==> config.mk <==
export PLATFORM = sky130hd
export DESIGN_NAME = median_filter_frame_ctrl
export DESIGN_NICKNAME = d
export VERILOG_FILES = /design/src/rtl/median_filter_frame_ctrl.sv
export SDC_FILE = /design/constraint.sdc
export NUM_CORES = 1
export LEC_CHECK = 0
export ABC_CLOCK_PERIOD_IN_PS = 7920
export CORE_MARGIN = 5
export CORE_UTILIZATION = 48
export CTS_CLUSTER_DIAMETER = 40
export CTS_CLUSTER_SIZE = 20
export DETAILED_ROUTE_END_ITERATION = 10
export HOLD_SLACK_MARGIN = 0.08
export PLACE_DENSITY = 0.83
export SLEW_MARGIN = 15
export SYNTH_ARGS = -nofsm -noshare
export SYNTH_HDL_FRONTEND = slang
export SYNTH_SLANG_ARGS = --single-unit
==> constraint.sdc <==
create_clock -name clk -period 7.92 [get_ports clk]
set_input_delay 1.584 -clock clk [delete_from_list [all_inputs] [get_ports clk]]
set_output_delay 1.584 -clock clk [all_outputs]
set_load 0.03 [all_outputs]
==> src/rtl/median_filter_frame_ctrl.sv <==
// Frame sequencer for the 2x2 median filter: streams a source frame in, compacts filtered pixels out.
// Latency: first source read one cycle after filt_start_o; done_o one cycle after the completing write.
// Backpressure: none downstream; source issue rate throttled by issue_gap_i. Optional perf counters: MEDIAN_FRAME_CTRL_PERF_EN.
module median_filter_frame_ctrl #(
    parameter int IMAGE_LEN     = 1080,
    parameter int IMAGE_HEIGHT  = 720,
    parameter int DRAIN_TIMEOUT = 64,
    parameter int SRC_AW        = $clog2(IMAGE_LEN*IMAGE_HEIGHT),
    parameter int DST_AW        = $clog2((IMAGE_LEN-1)*(IMAGE_HEIGHT-1))
) (
    input  logic              clk,
    input  logic              rst_n,
    input  logic              start_i,
    input  logic              abort_i,
    input  logic [3:0]        issue_gap_i,
    output logic              busy_o,
    output logic              done_o,
    output logic              err_o,
    output logic              src_rd_en_o,
    output logic [SRC_AW-1:0] src_addr_o,
    input  logic [23:0]       src_data_i,
    output logic              filt_start_o,
    output logic [24:0]       pixel_valid_if_o,
    input  logic [24:0]       pixel_valid_if_i,
    input  logic              filt_done_i,
    output logic              dst_wr_en_o,
    output logic [DST_AW-1:0] dst_addr_o,
    output logic [23:0]       dst_data_o
`ifdef MEDIAN_FRAME_CTRL_PERF_EN
    ,
    output logic [31:0]       frame_cycles_o,
    output logic [SRC_AW:0]   in_beats_o
`endif
);

    // Pixel bus packing: bit 24 is valid, bits 23:0 are {R,G,B}.
    localparam int WCW = DST_AW + 1;
    localparam int DCW = $clog2(DRAIN_TIMEOUT + 1);
    localparam logic [SRC_AW-1:0] RD_LAST    = SRC_AW'(IMAGE_LEN*IMAGE_HEIGHT - 1);
    localparam logic [WCW-1:0]    N_OUT      = WCW'((IMAGE_LEN-1)*(IMAGE_HEIGHT-1));
    localparam logic [DCW-1:0]    DRAIN_LAST = DCW'(DRAIN_TIMEOUT - 1);

    localparam logic [1:0] ST_IDLE  = 2'd0;
    localparam logic [1:0] ST_ARM   = 2'd1;
    localparam logic [1:0] ST_FEED  = 2'd2;
    localparam logic [1:0] ST_DRAIN = 2'd3;

    logic [1:0]        state_q, state_d;
    logic [3:0]        gap_q, gap_d;
    logic [3:0]        gap_cnt_q, gap_cnt_d;
    logic [SRC_AW-1:0] rd_cnt_q, rd_cnt_d;
    logic [WCW-1:0]    wr_cnt_q, wr_cnt_d;
    logic [DCW-1:0]    drain_cnt_q, drain_cnt_d;
    logic              fdone_seen_q, fdone_seen_d;
    logic              done_q, done_d;
    logic              err_q, err_d;
    logic              pix_vld_q;
    logic              rd_en, wr_en, in_act, fwd_vld;

    // Capture is only meaningful while a frame is streaming or draining.
    assign in_act  = (state_q == ST_FEED) || (state_q == ST_DRAIN);
    // An abort kills the read already in flight so the filter never sees a partial tail.
    assign fwd_vld = pix_vld_q && !abort_i;

    // Next-state, read issue, write capture and completion/timeout decisions.
    always_comb begin
        state_d      = state_q;
        gap_d        = gap_q;
        gap_cnt_d    = gap_cnt_q;
        rd_cnt_d     = rd_cnt_q;
        wr_cnt_d     = wr_cnt_q;
        drain_cnt_d  = drain_cnt_q;
        fdone_seen_d = fdone_seen_q;
        done_d       = 1'b0;
        err_d        = err_q;
        rd_en        = 1'b0;
        wr_en        = in_act && pixel_valid_if_i[24] && !abort_i;

        if (wr_en) begin
            wr_cnt_d = wr_cnt_q + 1'b1;
        end
        if (in_act && filt_done_i) begin
            fdone_seen_d = 1'b1;
        end

        case (state_q)
            ST_IDLE: begin
                if (start_i) begin
                    state_d      = ST_ARM;
                    gap_d        = issue_gap_i;
                    err_d        = 1'b0;
                    gap_cnt_d    = 4'd0;
                    rd_cnt_d     = '0;
                    wr_cnt_d     = '0;
                    drain_cnt_d  = '0;
                    fdone_seen_d = 1'b0;
                end
            end
            ST_ARM: begin
                state_d = ST_FEED;
            end
            ST_FEED: begin
                if (gap_cnt_q == 4'd0) begin
                    rd_en     = 1'b1;
                    gap_cnt_d = gap_q;
                    if (rd_cnt_q == RD_LAST) begin
                        // Hold the counter on the last address rather than wrapping.
                        state_d     = ST_DRAIN;
                        drain_cnt_d = '0;
                    end else begin
                        rd_cnt_d = rd_cnt_q + 1'b1;
                    end
                end else begin
                    gap_cnt_d = gap_cnt_q - 1'b1;
                end
            end
            default: begin
                drain_cnt_d = drain_cnt_q + 1'b1;
                // The write landing this cycle counts toward completion.
                if ((fdone_seen_q || filt_done_i) && (wr_cnt_d == N_OUT)) begin
                    state_d = ST_IDLE;
                    done_d  = 1'b1;
                end else if (drain_cnt_q == DRAIN_LAST) begin
                    state_d = ST_IDLE;
                    done_d  = 1'b1;
                    err_d   = 1'b1;
                end
            end
        endcase

        if (abort_i && (state_q != ST_IDLE)) begin
            state_d = ST_IDLE;
            rd_en   = 1'b0;
            done_d  = 1'b0;
            err_d   = err_q;
        end
    end

    // State and counter registers.
    always_ff @(posedge clk or negedge rst_n) begin
        if (!rst_n) begin
            state_q      <= ST_IDLE;
            gap_q        <= 4'd0;
            gap_cnt_q    <= 4'd0;
            rd_cnt_q     <= '0;
            wr_cnt_q     <= '0;
            drain_cnt_q  <= '0;
            fdone_seen_q <= 1'b0;
            done_q       <= 1'b0;
            err_q        <= 1'b0;
            pix_vld_q    <= 1'b0;
        end else begin
            state_q      <= state_d;
            gap_q        <= gap_d;
            gap_cnt_q    <= gap_cnt_d;
            rd_cnt_q     <= rd_cnt_d;
            wr_cnt_q     <= wr_cnt_d;
            drain_cnt_q  <= drain_cnt_d;
            fdone_seen_q <= fdone_seen_d;
            done_q       <= done_d;
            err_q        <= err_d;
            pix_vld_q    <= rd_en;
        end
    end

    assign busy_o           = (state_q != ST_IDLE);
    assign done_o           = done_q;
    assign err_o            = err_q;
    assign src_rd_en_o      = rd_en;
    assign src_addr_o       = rd_cnt_q;
    assign filt_start_o     = (state_q == ST_ARM);
    assign pixel_valid_if_o = {fwd_vld, fwd_vld ? src_data_i : 24'h0};
    assign dst_wr_en_o      = wr_en;
    assign dst_addr_o       = wr_cnt_q[DST_AW-1:0];
    assign dst_data_o       = wr_en ? pixel_valid_if_i[23:0] : 24'h0;

`ifdef MEDIAN_FRAME_CTRL_PERF_EN
    logic [31:0]     cyc_q, frame_cycles_q;
    logic [SRC_AW:0] beat_q, in_beats_q;
    logic [31:0]     cyc_inc;

    assign cyc_inc = (cyc_q == 32'hFFFF_FFFF) ? cyc_q : cyc_q + 32'd1;

    // Frame cycle and input beat counters; results published alongside done_o.
    always_ff @(posedge clk or negedge rst_n) begin
        if (!rst_n) begin
            cyc_q          <= 32'd0;
            beat_q         <= '0;
            frame_cycles_q <= 32'd0;
            in_beats_q     <= '0;
        end else begin
            if ((state_q == ST_IDLE) && start_i) begin
                cyc_q  <= 32'd0;
                beat_q <= '0;
            end else if (busy_o) begin
                cyc_q  <= cyc_inc;
                beat_q <= beat_q + {{SRC_AW{1'b0}}, fwd_vld};
            end
            if (done_d) begin
                frame_cycles_q <= cyc_inc;
                in_beats_q     <= beat_q + {{SRC_AW{1'b0}}, fwd_vld};
            end
        end
    end

    assign frame_cycles_o = frame_cycles_q;
    assign in_beats_o     = in_beats_q;
`endif

endmodule
Yosys cells after proc, flatten, opt, wreduce, memory -nomap -nowiden --
Index checks and enable logic that the tools add are counted.
Operators by class: reduce and logical (&&, ||, !) cells 23, add/sub/neg operators 4, multiplexer cells 37, bitwise gates (word level) 3, equality and inequality tests 14
Operators with widths (number):
- 21-bit 2-to-1 mux | 3
- 20-bit 2-to-1 mux | 3
- 24-bit 2-to-1 mux | 2
- 20-bit case mux with 2 select lines | 1
- 21-bit by 1-bit adder with 21-bit output (second input constant) | 1
- 21-bit by 20-bit == test with 1-bit output (second input constant) | 1
- 7-bit 2-to-1 mux | 3
- 7-bit case mux with 3 select lines | 1
- 20-bit by 1-bit adder with 20-bit output (second input constant) | 1
- 20-bit == test (second input constant) | 1
- 1-bit 2-to-1 mux | 13
- 2-bit 2-to-1 mux | 6
- 4-bit AND reduction | 3
- 4-bit 2-to-1 mux | 2
- 4-bit case mux with 2 select lines | 1
- 7-bit by 1-bit adder with 7-bit output (second input constant) | 1
- 7-bit by 6-bit == test with 1-bit output (second input constant) | 1
- 1-bit logical AND | 6
- 2-bit by 1-bit inequality test with 1-bit output (second input constant) | 3
- 3-bit by 1-bit inequality test with 1-bit output (second input constant) | 2
- 2-bit case mux with 3 select lines | 1
- 2-bit nonzero test | 3
- 6-bit nonzero test | 1
- 5-bit AND reduction | 1
- 14 further kinds | 20
Word-level totals: bits in registers 62, output and inout bits 95, input bits 58, logic and storage cells 91

Logic depth before layout (Yosys ltp) --
Gate-level depths: netlist of run 1.
word-level depth 10, gate-level depth with buffers 13, mapped depth without buffers 10

Worst setup path after synthesis of run 1 --
No wires, ideal clock.
path type input port to output port, from in abort_i, to out dst_data_o[10], arrival 2.424 ns, slack 3.912 ns, required time 6.336 ns, buffers on the path 1, cell stages on the path 3, path through and2b_1 -> clkbuf_1 -> and3_1
Between the ends: word-level cells in the longest chain between the ends 3
Ends and longest elaborated chain:
- start: declaration | RTL line 14 | input logic abort_i,
- 1-bit zero test | RTL line 77 | wr_en = in_act && pixel_valid_if_i[24] && !abort_i;
- 1-bit logical AND | RTL line 77
- 24-bit 2-to-1 mux | RTL line 175 | assign dst_data_o = wr_en ? pixel_valid_if_i[23:0] : 24'h0;
- end: declaration | RTL line 28 | output logic [23:0] dst_data_o
Every way passes these cells.

Worst setup path in the final report of run 1 --
from in abort_i, to out dst_wr_en_o
Between the ends: word-level cells in the longest chain between the ends 2
Ends and longest elaborated chain:
- 1-bit zero test | RTL line 77
- 1-bit logical AND | RTL line 77
- end: declaration | RTL line 26 | output logic dst_wr_en_o,
Every way passes these cells.

==> results by group, run 1 <==
Power
  • Pwr dens: 228 mW/mm²
  • Pint: 0.000762 W
  • Clock power frac: 24.0%
  • IR drop worst, VDD: 0.163 mV
  • Combinational power share: 44.4%
  • Psw: 0.000523 W
  • Sequential power share: 31.6%
  • Switch share: 40.7%
  • LEAKAGE: 2.39 nW

Timing
  • Worst-Margin Slew: 1.01 ns
  • Fmax achieved: 0.187 GHz
  • Slew Viols, Final: 0
  • Clk_skew: 0.00971 ns
  • Final period util: 67.5%
  • Fin crit period: 5.34 ns
  • Final setup fails: 0
  • Final hold violations: 0
  • Setup TNS Final: 0 ns
  • RSZ-0062 raised after global routing: no
  • Rel. slew slack: 32.5%

Clocking
  • Clock sinks: 62
  • Number of CTS-inserted buffers: 9
  • Root Driver: clkbuf_8
  • Resized Gates After CTS: 0
  • Worst-path clk slew: 0.06 ns
  • Cts hold-fix bufs: 0
  • H-tree levels: 3
  • Clk Latency, worst-skew pair: 0.34 ns
  • Post-CTS Setup Inserts: 0
  • Max Buffers Root-to-Sink: 2
  • CTS tree: built

Logic synthesis
  • Largest family of logic cells by synthesized area: simple AND/OR/NAND/NOR gates
  • Synth Area per Inst: 8.42 µm²
  • Netlist cell types: 56
  • Async SR Flop Fraction: 100%
  • Post-Synthesis Cells: 477
  • EDFF count, synth: 0
  • Synth area leader: dfrtp_1
  • Synth Area in Simple Gates: 32.8%
  • YS warnings: 0
  • XOR/XNOR Fraction of Synth Area: 6.11%
  • Compound-gate portion of the synthesized area: 11.1%
  • Ranking of synthesized cells by area: dfrtp_1, and3_1, nor2_1, and2_1, nand2_1
  • Adder-cell share of the synthesized area: 2.49%
  • Share of the synthesized area in the top cell type: 38.6%
  • Top_reg_cell synth: dfrtp_1
  • Synth Net Count: 543
  • Synth Register Bits: 62
  • Post-synthesis sequential area ratio: 38.6%
  • Post-synthesis mux area share: 1.28%
  • Area of the mapped netlist: 0.00402 mm²

Cells and area
  • Layout cells sized above 1: 3.95%
  • Most frequent cells in the layout: clkdlybuf4s50_1, dfrtp_1, nor2_1
  • Filler instances: 646
  • Footprint of the multi-input gates: 0.00216 mm²
  • Post-route design area: 0.00564 mm²
  • Final nets: 668
  • Layout area overhead: 40.5%
  • FF/Latch Area: 0.00155 mm²
  • Leading cell type in the layout, fill and taps excluded: clkdlybuf4s50_1
  • ANT cells: 0

Critical path
  • Worst-path fanout max: 27
  • Crit-path most repeated cell: clkdlybuf4s50_1
  • Slowest CP cell: clkdlybuf4s50_1
  • CP max stage delay: 0.68 ns
  • Critical path class: in -> out
  • Element type at the critical path end: primary output
  • Startpoint Class: input port
  • Critical path required time: 6.34 ns
  • Crit-path cells: clkdlybuf4s50_1, and2b_1, and2_4, clkdlybuf4s50_1
  • Crit path DAT: 3.76 ns

Placed design
  • DPL Wire Length: 8.87 mm
  • Post-DP Area: 0.00542 mm²
  • Port Buffers: 152
  • Routability cong.: 0.918

Floorplan
  • Row count: 33
  • Top-Level Pins: 153
  • Core box area: 0.00818 mm²
  • Chip width: 101 µm
  • Die Span Y: 101 µm
  • Initial Util: 49.1%
  • Die footprint: 0.0103 mm²

Run
  • MaxCap Viol Count: 0

Global route
  • Total Routing Usage GR: 22.1%
  • Vias in the first global route: 3689
  • Initial antenna violation count: 0
  • Largest net degree at the start of global routing: 63
  • Remaining global-route overflow: 0
  • First-pass GRT wire length: 18.3 mm

Run status
  • Outcome: finished, final reports clean

Min path
  • Hold crit path type: reg -> reg

Route
  • DRT Wirelength: 11.5 mm
  • # DRC: 0
  • WL per Instance: 16.2 µm
  • DR vias: 3937
  • First-pass DRT Iterations: 4
  • DR vias/cell: 5.53
  • Number of DRC markers in iteration 0: 235
  • Detail Route Antenna Nets: 0
==> cell families after synthesis <==
logic type                 Yosys count
AOI/OAI and AO/OA                   72
xor gates and xnor gates            28
adders and majority gates            8
buffers and inverters               54
DFF                                 62
muxes                                5
and+or+nand+nor                    248
==> synth_stat cells, types with 3 or more instances <==
library cell,instances
nand2_1,48
clkbuf_1,14
buf_6,3
inv_1,13
nand3_1,17
a21oi_1,18
nand4_1,9
nand2b_1,5
mux2i_1,4
o21a_1,3
nor2b_1,6
nor3b_1,3
xor2_1,18
ha_1,8
dfrtp_1,62
buf_4,21
or3_1,11
and4_1,3
and3_1,33
nor2_1,53
nand4b_1,6
nor3_1,12
xnor2_1,10
and2_1,29
o21ai_0,31
==> per-layer routing <==
metal  GRT usage [%]  vias up  wire length [µm]
met3            3.93       18               766
met2            36.7      149              5600
met4            7.06        0               167
met5               0        -                 0
li1                -     1889                 -
met1            29.3     1881              5010
==> metrics by stage <==
stage	utilization, %	power, W	hold WS (ns)	cells	setup slack (ns)
final	69.0	0.00128	0.470	712	2.58
after global routing	69.0	0.00137	0.509	712	2.43
after CTS	69.0	0.00129	0.479	712	2.43
after detailed placement	66.3	0.000981	0.464	696	2.43
after global placement	66.3	0.000955	0.460	696	2.58
after floorplan	-	0.000805	0.440	477	3.91
==> cell type report <==
| cell class | instances | area share (%) |
|---|---|---|
| clock inverter | 4 | 1.24 |
| tap | 105 | 2.33 |
| clock buffer | 12 | 2.57 |
| inverter | 14 | 0.931 |
| sequential | 62 | 27.5 |
| timing repair buffer | 154 | 27.1 |
| multi-input combinational | 361 | 38.3 |
==> path summary, 6_finish.rpt <==
check	start	to	slack [ns]	cells after the start
worst min-delay path	gap_q[0]	gap_q[0]	0.47	2
worst max register to register	state_q[0]	state_q[0]	3.67	10
max in group asynchronous	rst_n	src_addr_o[2]	6.00	2
worst max-delay path	abort_i	dst_wr_en_o	2.58	4
min in group asynchronous	rst_n	wr_cnt_q[11]	1.40	2
worst min register to register	gap_q[0]	gap_q[0]	0.47	2
==> sequential cells by signal, indices dropped and copies added (netlist names) <==
| signal | cells |
|---|---|
| drain_cnt_q | 7 |
| done_o | 1 |
| gap_cnt_q | 4 |
| gap_q | 4 |
| err_o | 1 |
| src_addr_o | 20 |
| fdone_seen_q | 1 |
| state_q | 2 |
| pix_vld_q | 1 |
| wr_cnt_q | 21 |
==> critical path: cells and delay by family <==
family	cells	cell delay (ns)
buffers and inverters	2	1.21
AND/OR/NAND/NOR	2	0.96
==> power groups by stage <==
stage | Sequential [W] | Clock [W] | Combinational, W
6_report | 0.000406 | 0.000308 | 0.000570
5_1_grt | 0.000414 | 0.000326 | 0.000628
4_1_cts | 0.000405 | 0.000312 | 0.000571
3_5_place_dp | 0.000412 | 0 | 0.000569
3_3_place_gp | 0.000408 | 0 | 0.000547
2_1_floorplan | 0.000409 | 0 | 0.000396
Power figures use the tool's default switching activity.
==> run 2: changes to the inputs <==
--- a/config.mk
+++ b/config.mk
@@ -5,14 +5,14 @@
 export SDC_FILE = /design/constraint.sdc
 export NUM_CORES = 1
 export LEC_CHECK = 0
-export ABC_CLOCK_PERIOD_IN_PS = 7920
+export ABC_CLOCK_PERIOD_IN_PS = 4350
 export CORE_MARGIN = 5
-export CORE_UTILIZATION = 48
+export CORE_UTILIZATION = 40
 export CTS_CLUSTER_DIAMETER = 40
 export CTS_CLUSTER_SIZE = 20
 export DETAILED_ROUTE_END_ITERATION = 10
 export HOLD_SLACK_MARGIN = 0.08
-export PLACE_DENSITY = 0.83
+export PLACE_DENSITY = 0.74
 export SLEW_MARGIN = 15
 export SYNTH_ARGS = -nofsm -noshare
 export SYNTH_HDL_FRONTEND = slang
==> constraint.sdc (replaced) <==
create_clock -name clk -period 4.35 [get_ports clk]
set_input_delay 0.87 -clock clk [delete_from_list [all_inputs] [get_ports clk]]
set_output_delay 0.87 -clock clk [all_outputs]
set_load 0.03 [all_outputs]
==> results by group, run 2 (synthesis results as in run 1) <==
Cells and area
  • Filler instances: 886
  • Most frequent cells in the layout: clkdlybuf4s50_1, dfrtp_1, nor2_1
  • Layout cells sized above 1: 4.89%
  • Largest Register: wr_cnt_q
  • ANT cells: 0
  • Final Core Density: 58.7%
  • Max reg flops: 21
  • Layout area overhead: 42.9%
  • Final nets: 674
  • Leading cell type in the layout, fill and taps excluded: clkdlybuf4s50_1

Power
  • LEAKAGE: 2.43 nW
  • Pint: 0.00143 W
  • IR drop worst, VDD: 0.255 mV
  • Combinational power share: 44.5%
  • Pwr dens: 414 mW/mm²
  • Clock power frac: 24.5%
  • Switch share: 39.7%
  • Overall power: 0.00238 W
  • Sequential power share: 31.0%
  • Psw: 0.000944 W

Critical path
  • Critical path class: in -> out
  • CP max stage delay: 0.68 ns
  • Worst-path fanout max: 27
  • Critical path required time: 3.48 ns
  • Worst setup path startpoint: abort_i
  • Element type at the critical path end: primary output
  • Slowest CP cell: clkdlybuf4s50_1
  • Crit-path cells: clkdlybuf4s50_1, and2b_1, and3_1, clkdlybuf4s50_1
  • R2R Path Start: state_q[0]
  • Crit path DAT: 3.02 ns
  • Crit-path most repeated cell: clkdlybuf4s50_1
  • Startpoint Class: input port
  • Reg2Reg Setup Slack: 1.17 ns

Min path
  • Hold crit path type: reg -> reg
  • Min-delay src: gap_q[2]

Clocking
  • Resized Gates After CTS: 0
  • Cts hold-fix bufs: 0
  • Clk Latency, worst-skew pair: 0.34 ns
  • H-tree levels: 3
  • Max Buffers Root-to-Sink: 2
  • Number of CTS-inserted buffers: 9
  • Worst-path clk slew: 0.06 ns
  • Clock sinks: 62
  • Post-CTS Setup Inserts: 0
  • CTS tree: built
  • Root Driver: clkbuf_8

Timing
  • Final hold violations: 0
  • Fmax achieved: 0.257 GHz
  • Rel. slew slack: 39.0%
  • Final period util: 89.4%
  • Clk_skew: 0.0136 ns
  • Fin crit period: 3.89 ns
  • Setup TNS Final: 0 ns
  • Final setup fails: 0
  • Worst-Margin Slew: 0.916 ns
  • Slew Viols, Final: 0
  • RSZ-0062 raised after global routing: no

Route
  • Detail Route Antenna Nets: 0
  • WL per Instance: 15.5 µm
  • DR top layer: met4
  • DRT met1 WL: 4.74 mm
  • Number of DRC markers in iteration 0: 231
  • DR vias/cell: 5.19
  • Met3 WL post-DR: 1.03 mm
  • # DRC: 0
  • First-pass DRT Iterations: 5
  • DRT Wirelength: 11.6 mm
  • Met2 WL post-DR: 5.75 mm
  • DR vias: 3875

Placed design
  • DPL Wire Length: 9.09 mm
  • Port Buffers: 152
  • Routability cong.: 0.874

Floorplan
  • Die Span Y: 110 µm
  • Row count: 36
  • Die footprint: 0.0121 mm²
  • Chip width: 110 µm
  • Core box area: 0.00977 mm²
  • Top-Level Pins: 153
  • Initial Util: 41.1%

Global route
  • Remaining global-route overflow: 0
  • Largest net degree at the start of global routing: 42
  • First-pass GRT wire length: 18.4 mm
  • Total Routing Usage GR: 19.1%
  • Initial antenna violation count: 0
  • Vias in the first global route: 3702

Run status
  • Outcome: finished, final reports clean

Run
  • MaxCap Viol Count: 0
run 2: cell count changes in the layout (fill, tap and decap cells not counted):
cell	change
buf_4	+6
clkbuf_1	-1
nor2b_2	-1
clkbuf_8	+2
clkinv_2	-1
nor2b_1	+1
run 2: routing by layer:
| layer | GRT usage, % | vias to the layer above |
|---|---|---|
| li1 | - | 1904 |
| met1 | 23.9 | 1809 |
| met2 | 33.3 | 155 |
| met3 | 3.90 | 7 |
| met4 | 5.19 | 0 |
| met5 | 0 | - |
run 2: final cells by class:
class	instances	area, µm²	share of cell area (%)
Clock buffer	13	169	2.94
Clock inverter	3	65.1	1.13
Inverter	14	52.6	0.916
Multi-Input combinational cell	361	2160	37.6
Sequential cell	62	1550	27.0
Tap cell	133	166	2.90
Timing Repair Buffer	160	1580	27.5
run 2: path summary, 6_finish.rpt:
path / endpoint / cells after the start
worst max-delay path: dst_data_o[5] / 4
worst max register to register: state_q[0] / 10
min in group asynchronous: gap_q[2] / 1
worst min-delay path: gap_q[2] / 2
max in group asynchronous: wr_cnt_q[17] / 2
worst min register to register: gap_q[2] / 2
run 2: critical path: cells and delay by family:
family / cells / cell delay (ns)
and+or+nand+nor: 2 / 0.94
buffers and inverters: 2 / 1.20
run 2: through the flow:
step	instances	hold WS, ns	cell area [µm²]	setup slack [ns]
2_1_floorplan	477	0.440	4020	1.60
3_3_place_gp	730	0.466	5500	0.447
3_5_place_dp	730	0.465	5500	0.279
4_1_cts	746	0.484	5740	0.468
5_1_grt	746	0.517	5740	0.316
6_report	746	0.473	5740	0.463
run 2: power by group through the flow:
stage / logic, W / clock network, W / registers (W)
after floorplan: 0.000720 / 0 / 0.000745
after global placement: 0.00103 / 0 / 0.000744
after detailed placement: 0.00106 / 0 / 0.000748
after CTS: 0.00106 / 0.000598 / 0.000737
after global routing: 0.00117 / 0.000626 / 0.000753
final: 0.00106 / 0.000583 / 0.000738
==> RTL change: new RTL, flow settings as in run 1 <==
Change the parameter `IMAGE_LEN` from 1080 to 540.
--- a/src/rtl/median_filter_frame_ctrl.sv
+++ b/src/rtl/median_filter_frame_ctrl.sv
@@ -3,5 +3,5 @@
 // Backpressure: none downstream; source issue rate throttled by issue_gap_i. Optional perf counters: MEDIAN_FRAME_CTRL_PERF_EN.
 module median_filter_frame_ctrl #(
-    parameter int IMAGE_LEN     = 1080,
+    parameter int IMAGE_LEN     = 540,
     parameter int IMAGE_HEIGHT  = 720,
     parameter int DRAIN_TIMEOUT = 64,
Ports: changed (resized dst_addr_o and src_addr_o); port bits go from 153 to 151. No check against the original RTL was run, so the function may have changed too.
==> RTL change against run 1 <==
Global-route usage decreased by 0.43 points. First-iteration DRC count unchanged. Sequential cell count decreased by 2. Routed wire length decreased by 5.0%. Synthesized area decreased by 2.5%. Cell area decreased by 1.4%. Die area decreased by 2.2%. Power increased by 1.2%. Core utilization decreased by 0.25 points. Largest cell class unchanged. Synthesized cell count decreased by 1.3%. Worst setup slack got worse by 48 ps.
==> RTL change: results (changes against run 1) <==
Status: completed
Leakage: 2.39 nW (-0.30%)
Largest net degree at the start of global routing: 61 (-3.2%)
Post-cts repair resize count: 0 (unchanged)
Seq/Total Area, Yosys: 0.383 (-0.00303)
Crit path DAT: 3810 ps (+50 ps)
Layout net count: 664 (-0.60%)
Vias: 3848 (-2.3%)
Slew @ Worst Pin: 913 ps (-99.1 ps)
Peak VDD IR: 0.106 mV (-35%)
RD Place Congestion: 0.830 (-9.6%)
Ratio of cells with drive above 1 in the final layout: 0.0449 (+0.00531)
Routed wire per std cell: 15.5 um (-4.3%)
Worst Path Max Fanout: 24 (-11%)
GR Util All Layers: 0.216 (-0.00430)
CTS max path bufs: 2 (unchanged)
Vias in the first global route: 3581 (-2.9%)
Pre-CTS setup slack: 2400 ps (-28.0 ps)
Net switching power: 0.545 mW (+4.2%)
Synth top cells by count: nor2_1, dfrtp_1, nand2_1
First-pass GRT wire length: 17800 um (-2.9%)
DRT Pass-1 Iters: 5 (+1)
Top area cells in the synthesized netlist: dfrtp_1, nor2_1, and3_1
Post-synthesis net count: 538 (-0.92%)
Max reg flops: 20 (-4.8%)
Clock skew: 6.92 ps (-2.79 ps)
Final HPWL DP: 8260 um (-6.9%)
Library cells used by synthesis: 48 (-14%)
-- RTL change: cell types whose count changed after synthesis, sizes merged, moves of 5 or more --
cell | before | now
nor2 | 53 | 67
nand3 | 18 | 23
nor3 | 13 | 8
or3 | 11 | 5
o21ai | 32 | 21
xnor2 | 10 | 19
-- RTL change: power by group through the flow --
| stage | Clock [mW] | Sequential, mW | Combinational, mW |
|---|---|---|---|
| global route | 0.323 | 0.411 | 0.644 |
| floorplan | 0 | 0.408 | 0.393 |
| detailed placement | 0 | 0.407 | 0.583 |
| finish | 0.307 | 0.404 | 0.588 |
| CTS | 0.308 | 0.403 | 0.586 |
| global placement | 0 | 0.405 | 0.565 |
-- RTL change: area by class of cell --
class	count	area [um^2]
Inverter	14	52.6
Timing Repair Buffer	152	1510
Sequential cell	60	1500
Fill cell	629	2530
Tap cell	105	131
Clock inverter	5	75.1
Clock buffer	11	141
Multi-Input combinational cell	360	2150
-- RTL change: logic make-up after synthesis --
kind of cell | synth area share
XOR/XNOR | 0.0760
AO/OA/AOI/OAI | 0.0965
multiplexers | 0.0102
flip-flops | 0.383
adder cells (fa/ha/maj) | 0.0288
buffers and inverters | 0.0687
AND/OR/NAND/NOR | 0.336
-- RTL change: layer usage --
layer / vias to the layer above / routed length (um) / share of wire / GRT usage
li1: 1849 / - / - / -
met1: 1801 / 4670 / 0.43 / 0.283
met2: 175 / 5230 / 0.48 / 0.354
met3: 23 / 859 / 0.078 / 0.0507
met4: 0 / 223 / 0.020 / 0.0705
met5: - / 0 / 0 / 0
-- RTL change: metrics by stage --
stage / std cells / cell area, um^2
after global routing: 707 / 5560
after floorplan: 471 / 3920
after detailed placement: 691 / 5340
final: 707 / 5560
after global placement: 691 / 5340
after CTS: 707 / 5560
-- RTL change: critical path: stages --
cell             delay, ps
clkdlybuf4s50_1        530
nor2b_1                460
buf_4                  310
and3_1                 210
clkdlybuf4s50_1        710
-- RTL change: path summary, 6_finish.rpt --
path / slack (ps) / from / cells past startpoint / end
worst max-delay path: 2530 / abort_i / 5 / dst_data_o[7]
worst min-delay path: 490 / gap_q[3] / 2 / gap_q[3]
worst max register to register: 4160 / state_q[0] / 10 / state_q[0]
worst min register to register: 490 / gap_q[3] / 2 / gap_q[3]
max in group asynchronous: 6000 / rst_n / 2 / wr_cnt_q[18]
min in group asynchronous: 1400 / rst_n / 2 / gap_q[3]
